==> src/rtl/ex_mem_reg.sv <==
// ex_mem_reg: EX/MEM pipeline register for the five-stage MIPS pipeline.
// Captures the ALU result, store data, destination index and control bundle
// on every advancing edge, with stall (hold) and flush (bubble) support, and
// resolves branch_taken for the memory stage.
// Optional feature macro: EX_MEM_OVF_TRAP_EN. When defined, a two-state trap
// FSM squashes a signed-overflowing instruction, records its PC in epc and
// holds exc_req until exc_ack. When undefined, overflow, ovf_chk, exc_ack and
// pc_in are ignored, exc_req/epc are tied to 0 and overflowing instructions
// commit normally (wrap-around semantics).
module ex_mem_reg #(
  parameter int DATA_W = 32,
  parameter int REG_W  = 5
) (
  input  logic              clk,
  input  logic              rst_n,
  input  logic              stall,
  input  logic              flush,
  input  logic              in_valid,
  input  logic [DATA_W-1:0] alu_result,
  input  logic              zero_flag,
  input  logic              overflow,
  input  logic              ovf_chk,
  input  logic [DATA_W-1:0] store_data,
  input  logic [REG_W-1:0]  dest_reg,
  input  logic              reg_write,
  input  logic              mem_read,
  input  logic              mem_write,
  input  logic              mem_to_reg,
  input  logic              branch,
  input  logic [DATA_W-1:0] pc_in,
  input  logic              exc_ack,
  output logic              out_valid,
  output logic              out_reg_write,
  output logic              out_mem_read,
  output logic              out_mem_write,
  output logic              out_mem_to_reg,
  output logic [DATA_W-1:0] out_alu_result,
  output logic [DATA_W-1:0] out_store_data,
  output logic [REG_W-1:0]  out_dest_reg,
  output logic              branch_taken,
  output logic              exc_req,
  output logic [DATA_W-1:0] epc
);

  // Slot registers
  logic              valid_q,        valid_d;
  logic              reg_write_q,    reg_write_d;
  logic              mem_read_q,     mem_read_d;
  logic              mem_write_q,    mem_write_d;
  logic              mem_to_reg_q,   mem_to_reg_d;
  logic              branch_taken_q, branch_taken_d;
  logic [DATA_W-1:0] alu_result_q,   alu_result_d;
  logic [DATA_W-1:0] store_data_q,   store_data_d;
  logic [REG_W-1:0]  dest_reg_q,     dest_reg_d;

`ifdef EX_MEM_OVF_TRAP_EN
  typedef enum logic {
    IDLE = 1'b0,
    TRAP = 1'b1
  } state_t;

  state_t            state_q,   state_d;
  logic              exc_req_q, exc_req_d;
  logic [DATA_W-1:0] epc_q,     epc_d;
  logic              trap_cond;

  // A checked instruction that overflowed must not commit.
  assign trap_cond = in_valid & ovf_chk & overflow;
`else
  // Trap inputs have no function in this build.
  logic unused_trap_inputs;
  assign unused_trap_inputs = ^{overflow, ovf_chk, exc_ack, pc_in};
`endif

  // Next-slot and trap FSM logic; priority is flush > stall > capture.
  always_comb begin
    valid_d        = valid_q;
    reg_write_d    = reg_write_q;
    mem_read_d     = mem_read_q;
    mem_write_d    = mem_write_q;
    mem_to_reg_d   = mem_to_reg_q;
    branch_taken_d = branch_taken_q;
    alu_result_d   = alu_result_q;
    store_data_d   = store_data_q;
    dest_reg_d     = dest_reg_q;
`ifdef EX_MEM_OVF_TRAP_EN
    state_d        = state_q;
    exc_req_d      = exc_req_q;
    epc_d          = epc_q;
`endif

    if (flush) begin
      // Bubble: controls cleared, data held, trap state untouched.
      valid_d        = 1'b0;
      reg_write_d    = 1'b0;
      mem_read_d     = 1'b0;
      mem_write_d    = 1'b0;
      mem_to_reg_d   = 1'b0;
      branch_taken_d = 1'b0;
    end else if (!stall) begin
      alu_result_d   = alu_result;
      store_data_d   = store_data;
      dest_reg_d     = dest_reg;
      valid_d        = in_valid;
      reg_write_d    = reg_write  & in_valid;
      mem_read_d     = mem_read   & in_valid;
      mem_write_d    = mem_write  & in_valid;
      mem_to_reg_d   = mem_to_reg & in_valid;
      branch_taken_d = branch & zero_flag & in_valid;
`ifdef EX_MEM_OVF_TRAP_EN
      if (state_q == TRAP) begin
        // Everything behind the trapping instruction is squashed, including
        // the slot captured on the acknowledging edge.
        valid_d        = 1'b0;
        reg_write_d    = 1'b0;
        mem_read_d     = 1'b0;
        mem_write_d    = 1'b0;
        mem_to_reg_d   = 1'b0;
        branch_taken_d = 1'b0;
        if (exc_ack) begin
          state_d   = IDLE;
          exc_req_d = 1'b0;
        end
      end else if (trap_cond) begin
        // The trapping instruction travels on as a valid but inert slot.
        reg_write_d    = 1'b0;
        mem_read_d     = 1'b0;
        mem_write_d    = 1'b0;
        mem_to_reg_d   = 1'b0;
        branch_taken_d = 1'b0;
        epc_d          = pc_in;
        exc_req_d      = 1'b1;
        state_d        = TRAP;
      end
`endif
    end
  end

  // Slot register with asynchronous active-low reset.
  always_ff @(posedge clk or negedge rst_n) begin
    if (!rst_n) begin
      valid_q        <= 1'b0;
      reg_write_q    <= 1'b0;
      mem_read_q     <= 1'b0;
      mem_write_q    <= 1'b0;
      mem_to_reg_q   <= 1'b0;
      branch_taken_q <= 1'b0;
      alu_result_q   <= '0;
      store_data_q   <= '0;
      dest_reg_q     <= '0;
    end else begin
      valid_q        <= valid_d;
      reg_write_q    <= reg_write_d;
      mem_read_q     <= mem_read_d;
      mem_write_q    <= mem_write_d;
      mem_to_reg_q   <= mem_to_reg_d;
      branch_taken_q <= branch_taken_d;
      alu_result_q   <= alu_result_d;
      store_data_q   <= store_data_d;
      dest_reg_q     <= dest_reg_d;
    end
  end

`ifdef EX_MEM_OVF_TRAP_EN
  // Trap FSM state, exception request and exception PC.
  always_ff @(posedge clk or negedge rst_n) begin
    if (!rst_n) begin
      state_q   <= IDLE;
      exc_req_q <= 1'b0;
      epc_q     <= '0;
    end else begin
      state_q   <= state_d;
      exc_req_q <= exc_req_d;
      epc_q     <= epc_d;
    end
  end

  assign exc_req = exc_req_q;
  assign epc     = epc_q;
`else
  assign exc_req = 1'b0;
  assign epc     = '0;
`endif

  assign out_valid      = valid_q;
  assign out_reg_write  = reg_write_q;
  assign out_mem_read   = mem_read_q;
  assign out_mem_write  = mem_write_q;
  assign out_mem_to_reg = mem_to_reg_q;
  assign branch_taken   = branch_taken_q;
  assign out_alu_result = alu_result_q;
  assign out_store_data = store_data_q;
  assign out_dest_reg   = dest_reg_q;

endmodule

==> config.mk <==
export PLATFORM = sky130hd
export DESIGN_NAME = ex_mem_reg
export DESIGN_NICKNAME = d
export VERILOG_FILES = /design/src/rtl/ex_mem_reg.sv
export SDC_FILE = /design/constraint.sdc
export NUM_CORES = 1
export LEC_CHECK = 0
export ABC_AREA = 1
export BUFFER_PORTS_ARGS = -buffer_cell sky130_fd_sc_hd__buf_4
export CAP_MARGIN = 20
export CORE_AREA = 2 2 92 94
export CTS_CLUSTER_DIAMETER = 60
export DETAILED_ROUTE_END_ITERATION = 12
export DIE_AREA = 0 0 94 96
export GPL_ROUTABILITY_DRIVEN = 0
export PLACE_DENSITY_LB_ADDON = 0.25
export SYNTH_ARGS = -nofsm -noshare
export SYNTH_HDL_FRONTEND = slang
export SYNTH_SLANG_ARGS = --single-unit
==> constraint.sdc <==
create_clock -name clk -period 0.8 [get_ports clk]
set_input_delay 0.24 -clock clk [delete_from_list [all_inputs] [get_ports clk]]
set_output_delay 0.24 -clock clk [all_outputs]
set_load 0.02 [all_outputs]
# After elaboration in Yosys (flattened, before gate mapping)
# Index checks and enable logic that the tools add are counted.
[classes]
n_addsub = 0
mul = 0
div_mod_pow = 0
order_cmp = 0
eq_ne = 1
shifts = 0
n_mux = 12
bitwise = 8
n_reduce_logical = 1
[ops]
columns = ["op", "count"]
rows = [
  ["2-to-1 mux 1 bit", 12],
  ["bitwise AND 1 bit", 6],
  ["inequality test 2 x 1 -> 1 bit (second input constant)", 1],
  ["NOT 1 bit", 2],
  ["AND reduction 2 bit", 1],
]
[word_totals]
reg_bits = 75
latch_bits = 0
ram_bits = 0
romBits = 0
in_bits = 115
output_inout_bits = 108
wordCells = 31
n_memories = 0

# Longest topological paths before layout
[logic_depth]
depth_word = 4
ltp_mapped = 6
mapped_depth_nobuf = 4

# Least setup slack after synthesis
# No wires, ideal clock.
[synth_path]
path_kind = "input to register"
start = "in flush"
end = "reg alu_result_q[0] (netlist: out_alu_result[0])"
arrival_time_ns = 0.858
t_required_ns = 0.735
slack_ns = -0.123
cell_stages = 6
n_path_buf = 3
path_cell_list = "buf_2 -> nor2_4 -> buf_6 -> buf_6 -> nand2_1 -> nand2_1"
[synth_via]
elab_chain_cells = 2
[synth_rtl]
columns = ["element", "line", "text"]
rows = [
  ["start: declaration", "17", "input logic flush,"],
  ["NOT 1 bit (no line)", "--", ""],
  ["AND reduction 2 bit (no line)", "--", ""],
  ["end signal: assignment", "158", "alu_result_q <= alu_result_d;"],
  ["end: declaration", "52", "logic [DATA_W-1:0] alu_result_q, alu_result_d;"],
]
# Every way passes these cells.
# A chain may end at the register's enable or synchronous reset.

# Worst setup path after layout
[layout_path]
start = "reg alu_result_q[7] (netlist: out_alu_result[7])"
end = "out out_alu_result[7]"
[layout_rtl]
columns = ["element", "line", "text"]
rows = [
  ["end: declaration", "37", "output logic [DATA_W-1:0] out_alu_result,"],
]
# No word-level cell between the ends.

==> flow_summary.yaml <==
pwr:
  seqPwrFrac_pct: 39.9
  power_switching_share_pct: 27.9
  leakage_nw: 2.74
  p_comb_share_pct: 25.4
  powerDensity_nw_per_um2: 2230
  p_int_w: 0.00821
  p_switching_w: 0.00318
  irDropWorstVdd_v: 0.00118
  power_frac_clock_pct: 34.7
clock_tree:
  htreeDepth: 3
  clk_pin_slew_worst_paths_ns: 0.08
  numClockSinks: 75
  cts-root-buf: "clkbuf_8"
  cts_buffer_depth: 2
  cts_tree: "done"
  numCtsBuffers: 9
  worstSkewPairLatency_ns: 0.33
drt:
  drtIter0Drc: 80
  met3_length_um: 708
  totalWireLength_um: 8620
  first_pass_iters: 7
  post-route-drc-count: 0
  wl_met1_um: 3510
  vias: 2923
  ant_nets: 0
  routed.top_layer: "met4"
  avgRoutedWirePerCell_um: 13.5
  via_per_inst: 4.57
  met2_length_um: 4270
grt:
  grt_pass1_vias: 2805
  grt-ovfl-total: 0
  antenna_found_initial: 0
  grt_max_degree: 47
  grt_pass1_wl_um: 13300
  globalRouteTotalUtil_pct: 19.1
worst_setup_path:
  cp_slowest_cell: "dfrtp_1"
  crit_required_ns: 0.56
  cp-start-kind: "flip-flop"
  critPathTopFamily: "flip-flops"
  crit_fanout: 2
  cp_num_buf_inv: 1
  r2r_slack_ns: -0.06
  end_kind: "output port"
  path_class: "flip-flop to output port"
  crit_chain: "buf_6"
  cp.arrival_ns: 0.88
  slowest_delay_ns: 0.41
floorplanning:
  die_area_um2: 9020
  coreArea_um2: 8050
  die_y_um: 96
  rows: 33
  start_util_pct: 40.3
  ios: 223
  chipWidth_um: 94
cells_and_area:
  drive_gt1_share_pct: 37.3
  final_common_cell: "nand2_1"
  n_antenna_cell: 0
  most-common-layout-cells: "nand2_1 (151), buf_4 (97), dfrtp_1 (75), buf_6 (75), o21ai_0 (51)"
  synthToLayoutAreaGrowth_pct: 57.4
  stdcell_count: 639
  fin_nets: 644
  fillers: 668
sta:
  hold_viol_final: 0
  setup_violations: 77
  period_needed_ns: 1.12
  skew_ns: 0
  rsz0062_at_grt: "true"
  max_freq_ghz: 0.889
  drv_slew: 0
  fin_ws_ns: -0.325
  fin_setup_tns_ns: -23.06
  period_share_pct: 141
run:
  maxCapViolCount: 0
placed_design:
  placed_cells: 610
  io_buffer_count: 154
  dp_hpwl_um: 5760
synth:
  syn_inst: 362
  ys_warn_count: 0
  ys_seq_elements: 75
  ys_types: 13
  avgSynthCellArea_um2: 8.97
  ys_seq_area_share_pct: 57.8
  syn_area_um2: 3250
run_status:
  run_status: "complete, but fails checks"
  violations: "setup timing"
worst_hold_path:
  hold_path_class: "input port to flip-flop"
[Yosys cell counts]
| cell type | count | area, um^2 |
|---|---|---|
| buf_2 | 6 | 30.0 |
| buf_4 | 33 | 248 |
| nand2_1 | 152 | 571 |
| o21ai_0 | 58 | 290 |
| dfrtp_1 | 75 | 1880 |
| o21ai_1 | 11 | 55.1 |
| clkbuf_1 | 10 | 37.5 |
| inv_1 | 1 | 3.75 |
| inv_2 | 1 | 3.75 |
| nand3_1 | 5 | 25.0 |
| nor2_4 | 2 | 22.5 |
| buf_6 | 7 | 78.8 |
| conb_1 | 1 | 3.75 |
[tightest hold or removal path: cells and delay by family]
| kind | cells | cell delay [ns] |
|---|---|---|
| AND/OR/NAND/NOR | 2 | 0.09 |
| buffers and inverters | 1 | 0.08 |
[power by group through the flow]
| stage | combinational (W) | clock (W) | sequential (W) |
|---|---|---|---|
| after CTS | 0.00285 | 0.00401 | 0.00455 |
| after global routing | 0.00311 | 0.00421 | 0.00460 |
| after floorplan | 0.000793 | 0 | 0.00508 |
| after detailed placement | 0.00255 | 0 | 0.00453 |
| after global placement | 0.00251 | 0 | 0.00452 |
| final | 0.00289 | 0.00395 | 0.00455 |
[worst paths after layout]
path | start | endpoint | cells past startpoint
setup / recovery | out_alu_result[7]$_DFFE_PN0P_ | out_alu_result[7] | 1
hold / removal | store_data[19] | out_store_data[19]$_DFFE_PN0P_ | 3
setup reg to reg | out_store_data[0]$_DFFE_PN0P_ | out_store_data[0]$_DFFE_PN0P_ | 4
hold reg to reg | out_alu_result[21]$_DFFE_PN0P_ | out_alu_result[21]$_DFFE_PN0P_ | 2
max in group asynchronous | rst_n | out_alu_result[6]$_DFFE_PN0P_ | 3
min in group asynchronous | rst_n | out_store_data[3]$_DFFE_PN0P_ | 3
[stage by stage]
step           cell area, um^2  total power [W]  worst slack (ns)  utilization (%)  hold slack (ns)
4_1_cts                   5060           0.0114            -0.340             62.8           0.0798
6_report                  5110           0.0114            -0.325             63.4           0.0966
3_3_place_gp              4440          0.00703            -0.196             55.2            0.225
3_5_place_dp              4440          0.00708            -0.232             55.2            0.231
2_1_floorplan             3380          0.00587           -0.0587                -          -0.0556
5_1_grt                   5110           0.0119            -0.376             63.4           0.0798
[kinds of logic after synthesis]
logic type	share of synthesized area (%)
other	0.116
buffers and inverters	12.4
DFF	57.8
and+or+nand+nor	19.0
AOI/OAI and AO/OA	10.6
[final cells by class]
cell class	instances	area [um^2]	area share [%]
timing repair buffer	180	1720	33.7
clock buffer	12	155	3.04
sequential	75	1880	36.7
clock inverter	4	120	2.35
multi-input combinational	261	1090	21.4
inverter	2	7.51	0.147
tap	105	131	2.57
[layer usage]
layer,track usage [%],vias up
met3,6.03,14
li1,-,1415
met5,0,-
met2,31.8,129
met4,6.64,0
met1,23.5,1365
[repair_timing]
action	CTS	global route
endpoints found under the hold margin	75	0
setup endpoints to repair	75	76
pin swaps	0	1
resized for setup	75	2
buffers inserted	6	6
hold buffers	1	0
(Power assumes the default switching activity.)
